### config.mk
export PLATFORM = sky130hd
export DESIGN_NAME = demux1to16_5bit_reg_flat
export DESIGN_NICKNAME = d
export VERILOG_FILES = /design/src/rtl/demux1to16_5bit_reg_if.sv /design/src/rtl/demux1to16_5bit_reg.sv /design/src/flat_wrapper.sv
export SDC_FILE = /design/constraint.sdc
export NUM_CORES = 1
export LEC_CHECK = 0
export ABC_AREA = 1
export CAP_MARGIN = 5
export CORE_ASPECT_RATIO = 1.25
export CORE_MARGIN = 8
export CORE_UTILIZATION = 42
export DETAILED_ROUTE_END_ITERATION = 6
export GPL_ROUTABILITY_DRIVEN = 1
export PLACE_DENSITY = 0.73
export SYNTH_ARGS = -nofsm -noshare
export SYNTH_HDL_FRONTEND = slang
export SYNTH_SLANG_ARGS = --single-unit
export TNS_END_PERCENT = 50
### constraint.sdc
create_clock -name clk -period 1.3 [get_ports clk]
set_input_delay 0.195 -clock clk [delete_from_list [all_inputs] [get_ports clk]]
set_output_delay 0.195 -clock clk [all_outputs]
set_load 0.03 [all_outputs]
### src/rtl/demux1to16_5bit_reg_if.sv
// Bus bundle for the 16-slot, 5-bit write-steering register bank.
// The master side drives write data/controls; the slave side (the bank)
// returns the slot contents and the bookkeeping status.
interface demux1to16_5bit_reg_if;
    // Write-side controls
    logic [4:0]  In;
    logic [3:0]  Sel;
    logic        WrEn;
    logic        AutoInc;
    logic        LoadPtr;
    logic        Clear;

    // Registered slot contents
    logic [4:0]  O0,  O1,  O2,  O3,  O4,  O5,  O6,  O7;
    logic [4:0]  O8,  O9,  O10, O11, O12, O13, O14, O15;

    // Status
    logic [15:0] Valid;
    logic        Full;
    logic [3:0]  Ptr;
    logic        WrAck;
    logic [3:0]  LastIdx;

    modport master (
        output In, Sel, WrEn, AutoInc, LoadPtr, Clear,
        input  O0, O1, O2, O3, O4, O5, O6, O7,
        input  O8, O9, O10, O11, O12, O13, O14, O15,
        input  Valid, Full, Ptr, WrAck, LastIdx
    );

    modport slave (
        input  In, Sel, WrEn, AutoInc, LoadPtr, Clear,
        output O0, O1, O2, O3, O4, O5, O6, O7,
        output O8, O9, O10, O11, O12, O13, O14, O15,
        output Valid, Full, Ptr, WrAck, LastIdx
    );
endinterface

### src/rtl/demux1to16_5bit_reg.sv
// 1-to-16 registered demultiplexer for 5-bit values.
// A write lands in the slot chosen by Sel (direct) or by the internal
// pointer (AutoInc), which then advances modulo 16. Clear wins over
// LoadPtr, which wins over a write; LoadPtr together with an auto write
// drops that write. Each slot tracks whether it has been written since the
// last reset/Clear; Full is the AND of those flags.
module demux1to16_5bit_reg #(
    parameter logic [4:0] RST_VAL = 5'd0
) (
    input  logic                          clk,
    input  logic                          rst_n,
    demux1to16_5bit_reg_if.slave          bus
);

    logic [4:0]  slots_q [16];
    logic [4:0]  slots_d [16];
    logic [15:0] valid_q, valid_d;
    logic [3:0]  ptr_q, ptr_d;
    logic        wrack_q, wrack_d;
    logic [3:0]  lastidx_q, lastidx_d;

    logic        wr_ok_s;
    logic [3:0]  tgt_s;

    // Decide whether this edge accepts a write and which slot it targets.
    always_comb begin
        wr_ok_s = 1'b0;
        tgt_s   = bus.Sel;
        if (bus.Clear) begin
            wr_ok_s = 1'b0;
        end else if (bus.WrEn && !bus.AutoInc) begin
            wr_ok_s = 1'b1;
            tgt_s   = bus.Sel;
        end else if (bus.WrEn && bus.AutoInc && !bus.LoadPtr) begin
            wr_ok_s = 1'b1;
            tgt_s   = ptr_q;
        end else begin
            wr_ok_s = 1'b0;
        end
    end

    // Next-state for slots, flags, pointer and acknowledge.
    always_comb begin
        slots_d   = slots_q;
        valid_d   = valid_q;
        ptr_d     = ptr_q;
        wrack_d   = 1'b0;
        lastidx_d = lastidx_q;
        if (bus.Clear) begin
            for (int k = 0; k < 16; k++) begin
                slots_d[k] = RST_VAL;
            end
            valid_d = 16'h0000;
            ptr_d   = 4'd0;
        end else begin
            if (bus.LoadPtr) begin
                ptr_d = bus.Sel;
            end else if (bus.WrEn && bus.AutoInc) begin
                ptr_d = ptr_q + 4'd1;
            end else begin
                ptr_d = ptr_q;
            end
            // In only reaches a slot on an accepted write, so an unknown
            // In with WrEn low never propagates.
            if (wr_ok_s) begin
                slots_d[tgt_s] = bus.In;
                valid_d[tgt_s] = 1'b1;
                wrack_d        = 1'b1;
                lastidx_d      = tgt_s;
            end else begin
                wrack_d        = 1'b0;
            end
        end
    end

    // State registers with asynchronous active-low reset.
    always_ff @(posedge clk or negedge rst_n) begin
        if (!rst_n) begin
            for (int k = 0; k < 16; k++) begin
                slots_q[k] <= RST_VAL;
            end
            valid_q   <= 16'h0000;
            ptr_q     <= 4'd0;
            wrack_q   <= 1'b0;
            lastidx_q <= 4'd0;
        end else begin
            slots_q   <= slots_d;
            valid_q   <= valid_d;
            ptr_q     <= ptr_d;
            wrack_q   <= wrack_d;
            lastidx_q <= lastidx_d;
        end
    end

    assign bus.O0      = slots_q[0];
    assign bus.O1      = slots_q[1];
    assign bus.O2      = slots_q[2];
    assign bus.O3      = slots_q[3];
    assign bus.O4      = slots_q[4];
    assign bus.O5      = slots_q[5];
    assign bus.O6      = slots_q[6];
    assign bus.O7      = slots_q[7];
    assign bus.O8      = slots_q[8];
    assign bus.O9      = slots_q[9];
    assign bus.O10     = slots_q[10];
    assign bus.O11     = slots_q[11];
    assign bus.O12     = slots_q[12];
    assign bus.O13     = slots_q[13];
    assign bus.O14     = slots_q[14];
    assign bus.O15     = slots_q[15];
    assign bus.Valid   = valid_q;
    assign bus.Full    = &valid_q;
    assign bus.Ptr     = ptr_q;
    assign bus.WrAck   = wrack_q;
    assign bus.LastIdx = lastidx_q;

endmodule
### src/flat_wrapper.sv
// flat-port wrapper written by rule: the top's interface ports become plain ports
module demux1to16_5bit_reg_flat 
#(
    parameter logic [4:0] RST_VAL = 5'd0
)
  (clk, rst_n, bus_In, bus_Sel, bus_WrEn, bus_AutoInc, bus_LoadPtr, bus_Clear, bus_O0, bus_O1, bus_O2, bus_O3, bus_O4, bus_O5, bus_O6, bus_O7, bus_O8, bus_O9, bus_O10, bus_O11, bus_O12, bus_O13, bus_O14, bus_O15, bus_Valid, bus_Full, bus_Ptr, bus_WrAck, bus_LastIdx);
  demux1to16_5bit_reg_if bus_i ();
  input  logic clk;
  input  logic rst_n;
  input wire logic [$bits(bus_i.In)-1:0] bus_In;
  input wire logic [$bits(bus_i.Sel)-1:0] bus_Sel;
  input wire logic [$bits(bus_i.WrEn)-1:0] bus_WrEn;
  input wire logic [$bits(bus_i.AutoInc)-1:0] bus_AutoInc;
  input wire logic [$bits(bus_i.LoadPtr)-1:0] bus_LoadPtr;
  input wire logic [$bits(bus_i.Clear)-1:0] bus_Clear;
  output wire logic [$bits(bus_i.O0)-1:0] bus_O0;
  output wire logic [$bits(bus_i.O1)-1:0] bus_O1;
  output wire logic [$bits(bus_i.O2)-1:0] bus_O2;
  output wire logic [$bits(bus_i.O3)-1:0] bus_O3;
  output wire logic [$bits(bus_i.O4)-1:0] bus_O4;
  output wire logic [$bits(bus_i.O5)-1:0] bus_O5;
  output wire logic [$bits(bus_i.O6)-1:0] bus_O6;
  output wire logic [$bits(bus_i.O7)-1:0] bus_O7;
  output wire logic [$bits(bus_i.O8)-1:0] bus_O8;
  output wire logic [$bits(bus_i.O9)-1:0] bus_O9;
  output wire logic [$bits(bus_i.O10)-1:0] bus_O10;
  output wire logic [$bits(bus_i.O11)-1:0] bus_O11;
  output wire logic [$bits(bus_i.O12)-1:0] bus_O12;
  output wire logic [$bits(bus_i.O13)-1:0] bus_O13;
  output wire logic [$bits(bus_i.O14)-1:0] bus_O14;
  output wire logic [$bits(bus_i.O15)-1:0] bus_O15;
  output wire logic [$bits(bus_i.Valid)-1:0] bus_Valid;
  output wire logic [$bits(bus_i.Full)-1:0] bus_Full;
  output wire logic [$bits(bus_i.Ptr)-1:0] bus_Ptr;
  output wire logic [$bits(bus_i.WrAck)-1:0] bus_WrAck;
  output wire logic [$bits(bus_i.LastIdx)-1:0] bus_LastIdx;
  assign bus_i.In = bus_In;
  assign bus_i.Sel = bus_Sel;
  assign bus_i.WrEn = bus_WrEn;
  assign bus_i.AutoInc = bus_AutoInc;
  assign bus_i.LoadPtr = bus_LoadPtr;
  assign bus_i.Clear = bus_Clear;
  assign bus_O0 = bus_i.O0;
  assign bus_O1 = bus_i.O1;
  assign bus_O2 = bus_i.O2;
  assign bus_O3 = bus_i.O3;
  assign bus_O4 = bus_i.O4;
  assign bus_O5 = bus_i.O5;
  assign bus_O6 = bus_i.O6;
  assign bus_O7 = bus_i.O7;
  assign bus_O8 = bus_i.O8;
  assign bus_O9 = bus_i.O9;
  assign bus_O10 = bus_i.O10;
  assign bus_O11 = bus_i.O11;
  assign bus_O12 = bus_i.O12;
  assign bus_O13 = bus_i.O13;
  assign bus_O14 = bus_i.O14;
  assign bus_O15 = bus_i.O15;
  assign bus_Valid = bus_i.Valid;
  assign bus_Full = bus_i.Full;
  assign bus_Ptr = bus_i.Ptr;
  assign bus_WrAck = bus_i.WrAck;
  assign bus_LastIdx = bus_i.LastIdx;
  demux1to16_5bit_reg #(.RST_VAL(RST_VAL)) u_core (.clk(clk), .rst_n(rst_n), .bus(bus_i));
endmodule
==> Yosys cells after proc, flatten, opt, wreduce, memory -nomap -nowiden <==
Index checks and enable logic that the tools add are counted.
{ "word_totals": {"reg_bits": 105, "out_inout_bits": 106, "elab_cells": 59} }
{ "classes": {"n_addsub": 1, "n_lt_le_gt_ge": 4, "mux": 20, "bitwise": 3, "reduce_logical": 11} }
{ "op_table": {"columns": ["cell", "n"], "rows": [
  ["$mux 80", 2],
  ["$bwmux 80", 1],
  ["$mux 16", 2],
  ["$mux 4", 6],
  ["$demux 5 s4", 1],
  ["$or 16x16->16", 1],
  ["$reduce_and 16->1", 1],
  ["$mux 1", 6],
  ["$ge 5x5->1 const B", 1],
  ["$logic_and 1x1->1", 5],
  ["$lt 4x5->1 const B", 1],
  ["$lt 5x1->1 const B", 1],
  ["$mux 5", 1],
  ["$not 4->5", 1],
  ["$add 4x1->4 const B", 1],
  ["$demux 1 s4", 1],
  ["$ge 4x1->1 const B", 1],
  ["$reduce_bool 3->1", 1],
  ["$logic_not 1->1", 2],
  ["$reduce_and 2->1", 1],
  ["$reduce_bool 2->1", 1],
  ["$not 1->1", 1]
]} }

==> Depth between registers and ports, before layout <==
Gate-level depths: netlist of run 1.
{ "depth": {"depth_word": 13, "mapped_depth": 10} }

==> Least setup slack after synthesis of run 1 <==
OpenSTA, ideal clock, no wires.
{ "synth_timing": {"path_kind": "flip-flop to output port", "from": "register u_core.valid_q[7], in the netlist u_core.bus.Valid[7]", "to": "output port bus_Full", "t_arrival_ps": 1653, "path_slack_ps": -548, "stages_incl_launch_ff": 3, "n_path_buf": 0, "path_cell_list": "dfrtp_1 nand4_1 nor4_1"} }
{ "synth_between": {"elab_chain_cells": 1} }
{ "synth_rtl": {"columns": ["item", "line_no", "rtl"], "rows": [
  ["from (decl)", "demux1to16_5bit_reg.sv:17", "logic [15:0] valid_q, valid_d;"],
  ["from (signal assigned)", "demux1to16_5bit_reg.sv:88", "valid_q <= valid_d;"],
  ["$reduce_and 16->1", "demux1to16_5bit_reg.sv:112", "assign bus.Full = &valid_q;"],
  ["to (decl)", "flat_wrapper.sv:33", "output wire logic [$bits(bus_i.Full)-1:0] bus_Full;"]
]} }
No other way between the ends.

==> Worst setup path in the final report of run 1 <==
{ "layout_timing": {"from": "register u_core.valid_q[5], in the netlist u_core.bus.Valid[5]", "to": "output port bus_Full"} }
The elaborated chain is that of the path after synthesis.

==> results.md, run 1 <==
- Status: complete, but fails checks
- Failing checks: negative setup slack
- Setup repair after global routing missed its margin: yes
- CTS tree: built
- Slew Viols, Final: 0
- Least-Margin Pin Slew: 0.337 ns
- DP Wirelength: ~11,000 um
- I/O Buffers: 120
- Remaining global-route overflow: 0
- First-pass GRT wire length: about 25,000 um
- Register area share after synthesis: 0.564
- Buf+Inv Stages, Crit Path: 1
- Synthesized cell area: approximately 4700 sq um
- CP max stage cell: dfrtp_2
- Final-layout fill cell count: approximately 800
- Critical Path Source Type: flip-flop
- Leading cell type in the layout, fill and taps excluded: nand2_1
- Leak Pwr: about 3.9 nW
- Clk pin slew, worst setup/hold paths: 0.07 ns
- Clock latency on the worst-skew pair: approximately 0.35 ns
- YS warnings: 0
- Number of global-route vias before repair: roughly 4,900
- Max cap viols: 0
- Worst Setup End Kind: primary output
- CP Max Fanout: 3
- First-pass iteration count of the detailed router: 6
- Layout cell share with drive strength beyond 1: 0.486
- Power density over cell area: 947 nW/um^2
- # setup viols final: 84
- Design Power: between 7 and 8 mW
- Initial antenna violation count: 0
- DRC: 0
- Total Wirelength: 17,100 um
- Worst Hold Slack: around 0.28 ns
- Leading area contributor after synthesis: dfrtp_1
- Synth area leaders: dfrtp_1 56%, nand2_1 16%, nand3_1 11%
- Top-area cell type share of the netlist area: 0.564
- Post-synthesis average cell area: 8.65 sq um
- Root buffer cell: clkbuf_16
- CTS Buf Count: 9
- Slew headroom: 0.775
- Asr flop ratio synth: 1.00
- Final RePlAce weighted congestion: 0.885
- Initial core utilization: 0.425
- Mapped Nets: about 560
- Tmin final: about 1.6 ns
- Synth Register Bits: 105
- Core box area: approximately 11,000 sq um
- Post-Syn Instances: approximately 540
- Worst-path cell chain: nand4_1 > nor4_4 > buf_6
- Most frequent cells in the layout: 169 x nand2_1, 104 x buf_4, 93 x dfrtp_1
- Vias per cell: between 5 and 6
- Layout Nets: 756
- Synth cell types: 25
- Post-DRT Antenna Nets: 0
- GRT Overall Usage: 0.221
- Largest net degree at the start of global routing: 29
- Row count: 43
- Final Hold Violating Endpoints: 0
- Synth Flop Type: dfrtp_1
- Tcrit/Tclk final: 1.20
- Delay-heaviest family, CP: simple AND/OR/NAND/NOR gates
- Vert. Die Dim: 134 um
- HP Class: input port to async pin
- Boundary pin count: about 120
- Max Fclk: 641 MHz
- CTS H-Tree Depth: 3
- Via Count: between 4,000 and 5,000
- Die area: 14,700 sq um
- Util after Layout: 0.713
- Data arrival time of the critical path: between 1 and 1.5 ns
- Die width: about 110 um
- First DRT Iteration DRCs: approximately 300
- Layout Skew: 0.00806 ns
- Multi-input logic area: between 2000 and 2500 sq um
- Clk sinks: 105
- CP max stage delay: between 0.3 and 0.4 ns
- Clock Path Buffers: 2
- Peak VDD IR: between 500 and 600 uV
- Area Growth Syn to Fin: 67.8%
- Post-synth EDFFs: 0
- ANT cells: 0
- DR WL/cell: a little under 20 um
- Worst Setup Path Type: flip-flop to primary output
- Required time worst endpoint: approximately 1.1 ns
- Storage cell area: roughly 2600 sq um
- Final worst setup slack: -0.260 ns
- Dpl ws: -0.753 ns
- Final setup TNS: -4.20 ns
[sequential cells by signal (all words and copies together), names as in the netlist, 5 cells and up]
name              cells
u_core.bus.O2         5
u_core.bus.O15        5
u_core.bus.O7         5
u_core.bus.O14        5
u_core.bus.O5         5
u_core.bus.O8         5
u_core.bus.O0         5
u_core.bus.O12        5
u_core.bus.O6         5
u_core.bus.Valid     16
u_core.bus.O3         5
u_core.bus.O9         5
u_core.bus.O10        5
u_core.bus.O11        5
u_core.bus.O1         5
u_core.bus.O4         5
u_core.bus.O13        5
[power breakdown]
group	total, mW	leakage [nW]	switching, mW	internal [mW]
sequential	3.43	1.43	0.0815	3.34
combinational	1.46	2.30	0.870	0.591
clock	2.52	0.127	1.21	1.31
[final cells by class]
| type | count | area share |
|---|---|---|
| multi-input cells | 377 | 0.319 |
| inverters | 38 | 0.0240 |
| clock inverters | 4 | 0.00384 |
| clock buffers | 12 | 0.0302 |
| flip-flops and latches | 105 | 0.338 |
| repair buffers | 209 | 0.264 |
| well taps | 135 | 0.0216 |
[synth_stat cells, types with 3 or more instances]
library cell and n:
nor2_4 18, a21oi_1 14, o22ai_1 3, nand2_1 195
dfrtp_1 105, nand4_1 4, o21ai_0 11, buf_1 6
nand3_1 104, nand2_2 5, nor2_1 13, inv_2 7
clkbuf_1 9, inv_1 30
[cells by family after synthesis]
family / count (synthesis) / synth area share
compound gates: 28 / 0.0309
simple gates: 346 / 0.350
xor+xnor: 2 / 0.00376
fa+ha+maj: 1 / 0.00268
buf+inv: 57 / 0.0489
flops: 105 / 0.564
[what timing repair did]
item                       4_1_cts  5_1_grt
setup endpoints to repair      153      122
hold endpoints to repair        16        0
setup buffers                   22       11
pin swaps                       71       55
resized for setup              195      113
hold buffers                     1        0
[worst paths after layout]
kind / from / endpoint / slack, ns / cells after the start
max: u_core.bus.Valid[5] / bus_Full / -0.26 / 3
min: rst_n / u_core.bus.Ptr[1] / 0.28 / 2
max reg2reg: u_core.bus.Ptr[0] / u_core.bus.O11[4] / -0.12 / 8
min reg2reg: u_core.bus.O3[3] / u_core.bus.O3[3] / 0.51 / 2
max in group asynchronous: rst_n / u_core.bus.O11[0] / 0.46 / 3
min in group clk: bus_Sel[3] / u_core.bus.LastIdx[3] / 0.41 / 5
[metrics by stage]
step           instances  area, sq um
4_1_cts              869         7460
6_report             880         7820
3_3_place_gp         830         6630
5_1_grt              880         7820
3_5_place_dp         830         6630
2_1_floorplan        539         4810
[metal layers]
| layer | track usage | part of all wire | up-vias |
|---|---|---|---|
| li1 | - | - | 2137 |
| met4 | 0.105 | 0.041 | 0 |
| met1 | 0.249 | 0.36 | 2340 |
| met2 | 0.377 | 0.52 | 204 |
| met5 | 0 | 0 | - |
| met3 | 0.0557 | 0.073 | 56 |
Power figures use the tool's default switching activity.
==> run 2: changes to the inputs <==
Settings changed: CORE_MARGIN 8 to default.
==> run 2 against run 1 <==
The flow still finishes with violations (negative setup slack). Largest power group unchanged. Via count down 1.7%. Sequential share of layout area increased by 1.2 points. Critical endpoint unchanged. Total power up 4.1%. Critical path type unchanged. Combinational power shrank 7%. Count of clock-buffer cells in the layout did not move. Critical path depth unchanged. Design area shrank 3.6%. Flip-flop and latch count stayed put.
==> results.md, run 2 (same netlist as run 1, synthesis figures left out) <==
- Remaining global-route overflow: 0 (unchanged)
- Most frequent cells in the layout: 164 x nand2_1, 93 x dfrtp_1, 70 x buf_4
- Layout Skew: 0.00526 ns (-0.00280 ns)
- Setup slack, reg-to-reg: -0.12 ns (about the same)
- Total Wirelength: 15,200 um (-11%)
- Final Cell Area: 7540 sq um (-3.6%)
- Tmin final: 1.69 ns (+0.133 ns)
- Max Fclk: 591 MHz (-7.9%)
- Post-route non-filler standard cell count: 866 (-1.6%)
- CP Max Fanout: 3 (unchanged)
- Status: complete, but fails checks
- Critical Path Source Type: flip-flop
- I/O Buffers: 120 (unchanged)
- Clk sinks: 105 (unchanged)
- Row count: 42 (-2.3%)
- First DRT Iteration DRCs: 250 (-17%)
- Max FFs per register: 16 (unchanged)
- Via Count: 4,657 (-1.7%)
- Vert. Die Dim: 120 um (-10%)
- Final-layout fill cell count: 776 (-0.77%)
- Final setup TNS: -4.59 ns (-0.391 ns)
- Core box area: 10,700 sq um (-2.3%)
- Final worst setup slack: -0.393 ns (-0.133 ns)
- Power density over cell area: 1020 nW/um^2 (+7.9%)
- Die area: 11,500 sq um (-22%)
- CTS H-Tree Depth: 3 (unchanged)
- Initial core utilization: 0.435 (+0.0101)
- First-pass iteration count of the detailed router: 5 (-1)
- Worst Setup End Kind: primary output
- Clk pin slew, worst setup/hold paths: 0.07 ns (about the same)
- Dpl ws: -0.720 ns (+0.0324 ns)
- Final RePlAce weighted congestion: 0.839 (-5.2%)
- Leak Pwr: 3.76 nW (-2.6%)
- Largest net degree at the start of global routing: 46 (+59%)
- Tcrit/Tclk final: 1.30 (+0.102)
- Setup repair after global routing missed its margin: yes
- ANT cells: 0 (unchanged)
- Clock Path Buffers: 2 (unchanged)
- Peak VDD IR: 715 uV (+31%)
- Max cap viols: 0 (unchanged)
- R2R Path Start: u_core.bus.Ptr[2]
- Number of global-route vias before repair: 4,453 (-9.0%)
- Final Hold Violating Endpoints: 0 (unchanged)
- Dpl cell area: 6510 sq um (-1.9%)
- # setup viols final: 84 (unchanged)
- CTS tree: built
- Layout Nets: 745 (-1.5%)
- Die width: 96.2 um (-13%)
- Data arrival time of the critical path: 1.50 ns (+0.14 ns)
- Placed cell count: 820 (-1.2%)
- Cells on worst reg2reg path: 9 (+1)
- Post-DRT Antenna Nets: 0 (unchanged)
- Root buffer cell: clkbuf_16
- Util after Layout: 0.704 (-0.00906)
- Layout cell share with drive strength beyond 1: 0.469 (-0.0172)
- GRT Overall Usage: 0.264 (+0.0428)
- Vias per cell: 5.38 (about the same)
- Area Growth Syn to Fin: 61.8%
- Failing checks: negative setup slack
- Slew Viols, Final: 0 (unchanged)
- HP Class: input port to async pin
- First-pass GRT wire length: 23,000 um (-9.4%)
- CTS Buf Count: 9 (unchanged)
- Worst Setup Path Type: flip-flop to primary output
- Leading cell type in the layout, fill and taps excluded: nand2_1
- Boundary pin count: 121 (unchanged)
- DP Wirelength: 9810 um (-14%)
- Clock latency on the worst-skew pair: 0.35 ns (about the same)
- DRC: 0 (unchanged)
- Least-Margin Pin Slew: 0.609 ns (+0.272 ns)
- Required time worst endpoint: 1.11 ns (about the same)
- RR Endpoint: u_core.bus.O10[1]
- Slew headroom: 0.593 (-0.182)
- Initial antenna violation count: 0 (unchanged)
- DR WL/cell: 17.5 um (-9.6%)
[run 2: cell count changes in the layout (fill, tap and decap cells not counted), moves of 3 or more]
cell / change
buf_12: -17
nand2_1: -5
clkdlybuf4s15_1: +6
buf_4: -34
clkdlybuf4s15_2: +7
nand3_2: -3
nand2_2: +6
clkbuf_2: +30
nand3_1: +3
buf_6: -4
[run 2: how the worst max path moves through the flow]
| stage | start | endpoint | slack [ns] | cells after the start |
|---|---|---|---|---|
| finish | u_core.bus.Valid[9] | bus_Full | -0.39 | 3 |
| global route | u_core.bus.Valid[9] | bus_Full | -0.48 | 3 |
| CTS | u_core.bus.Valid[14] | bus_Full | -0.40 | 3 |
| detailed placement | bus_LoadPtr | u_core.bus.O6[4] | -0.72 | 9 |
| global placement | bus_Clear | u_core.bus.O2[1] | -0.68 | 10 |
| floorplan | bus_LoadPtr | u_core.bus.O0[0] | -0.07 | 9 |
[run 2: cell type report]
type	instances	area, sq um	share of cell area
inverter	38	190	0.0252
sequential	105	2640	0.350
timing repair buffer	198	1730	0.229
tap	132	165	0.0219
clock buffer	12	246	0.0327
clock inverter	4	76.3	0.0101
multi-input combinational	377	2490	0.330
[run 2: timing repair]
item,in CTS,in global routing
endpoints found under the setup margin,195,156
gates resized for setup,278,162
hold buffers,1,0
setup buffers,15,16
hold endpoints to repair,18,0
pin swaps,55,86
[run 2: power breakdown]
group	switching (mW)	internal, mW	total [mW]
clock network	1.19	1.75	2.94
logic	0.849	0.514	1.36
registers	0.0659	3.34	3.41
[run 2: metrics by stage]
| step | total power [mW] | hold slack, ns |
|---|---|---|
| after floorplan | 4.01 | -0.101 |
| after global placement | 4.54 | 0.103 |
| after detailed placement | 4.55 | 0.107 |
| after CTS | 7.63 | 0.274 |
| after global routing | 7.98 | 0.319 |
| final | 7.71 | 0.275 |
[run 2: worst max-delay path: stages, from the launching register on]
cell and delay, ns:
dfrtp_1 0.39, nand4_1 0.25, nor4_4 0.34, buf_6 0.17
[run 2: metal layers]
layer | routed length, um | global-route usage
met1 | 5920 | 0.333
met2 | 8100 | 0.446
met3 | 740 | 0.0368
met4 | 438 | 0.109
met5 | 0 | 0
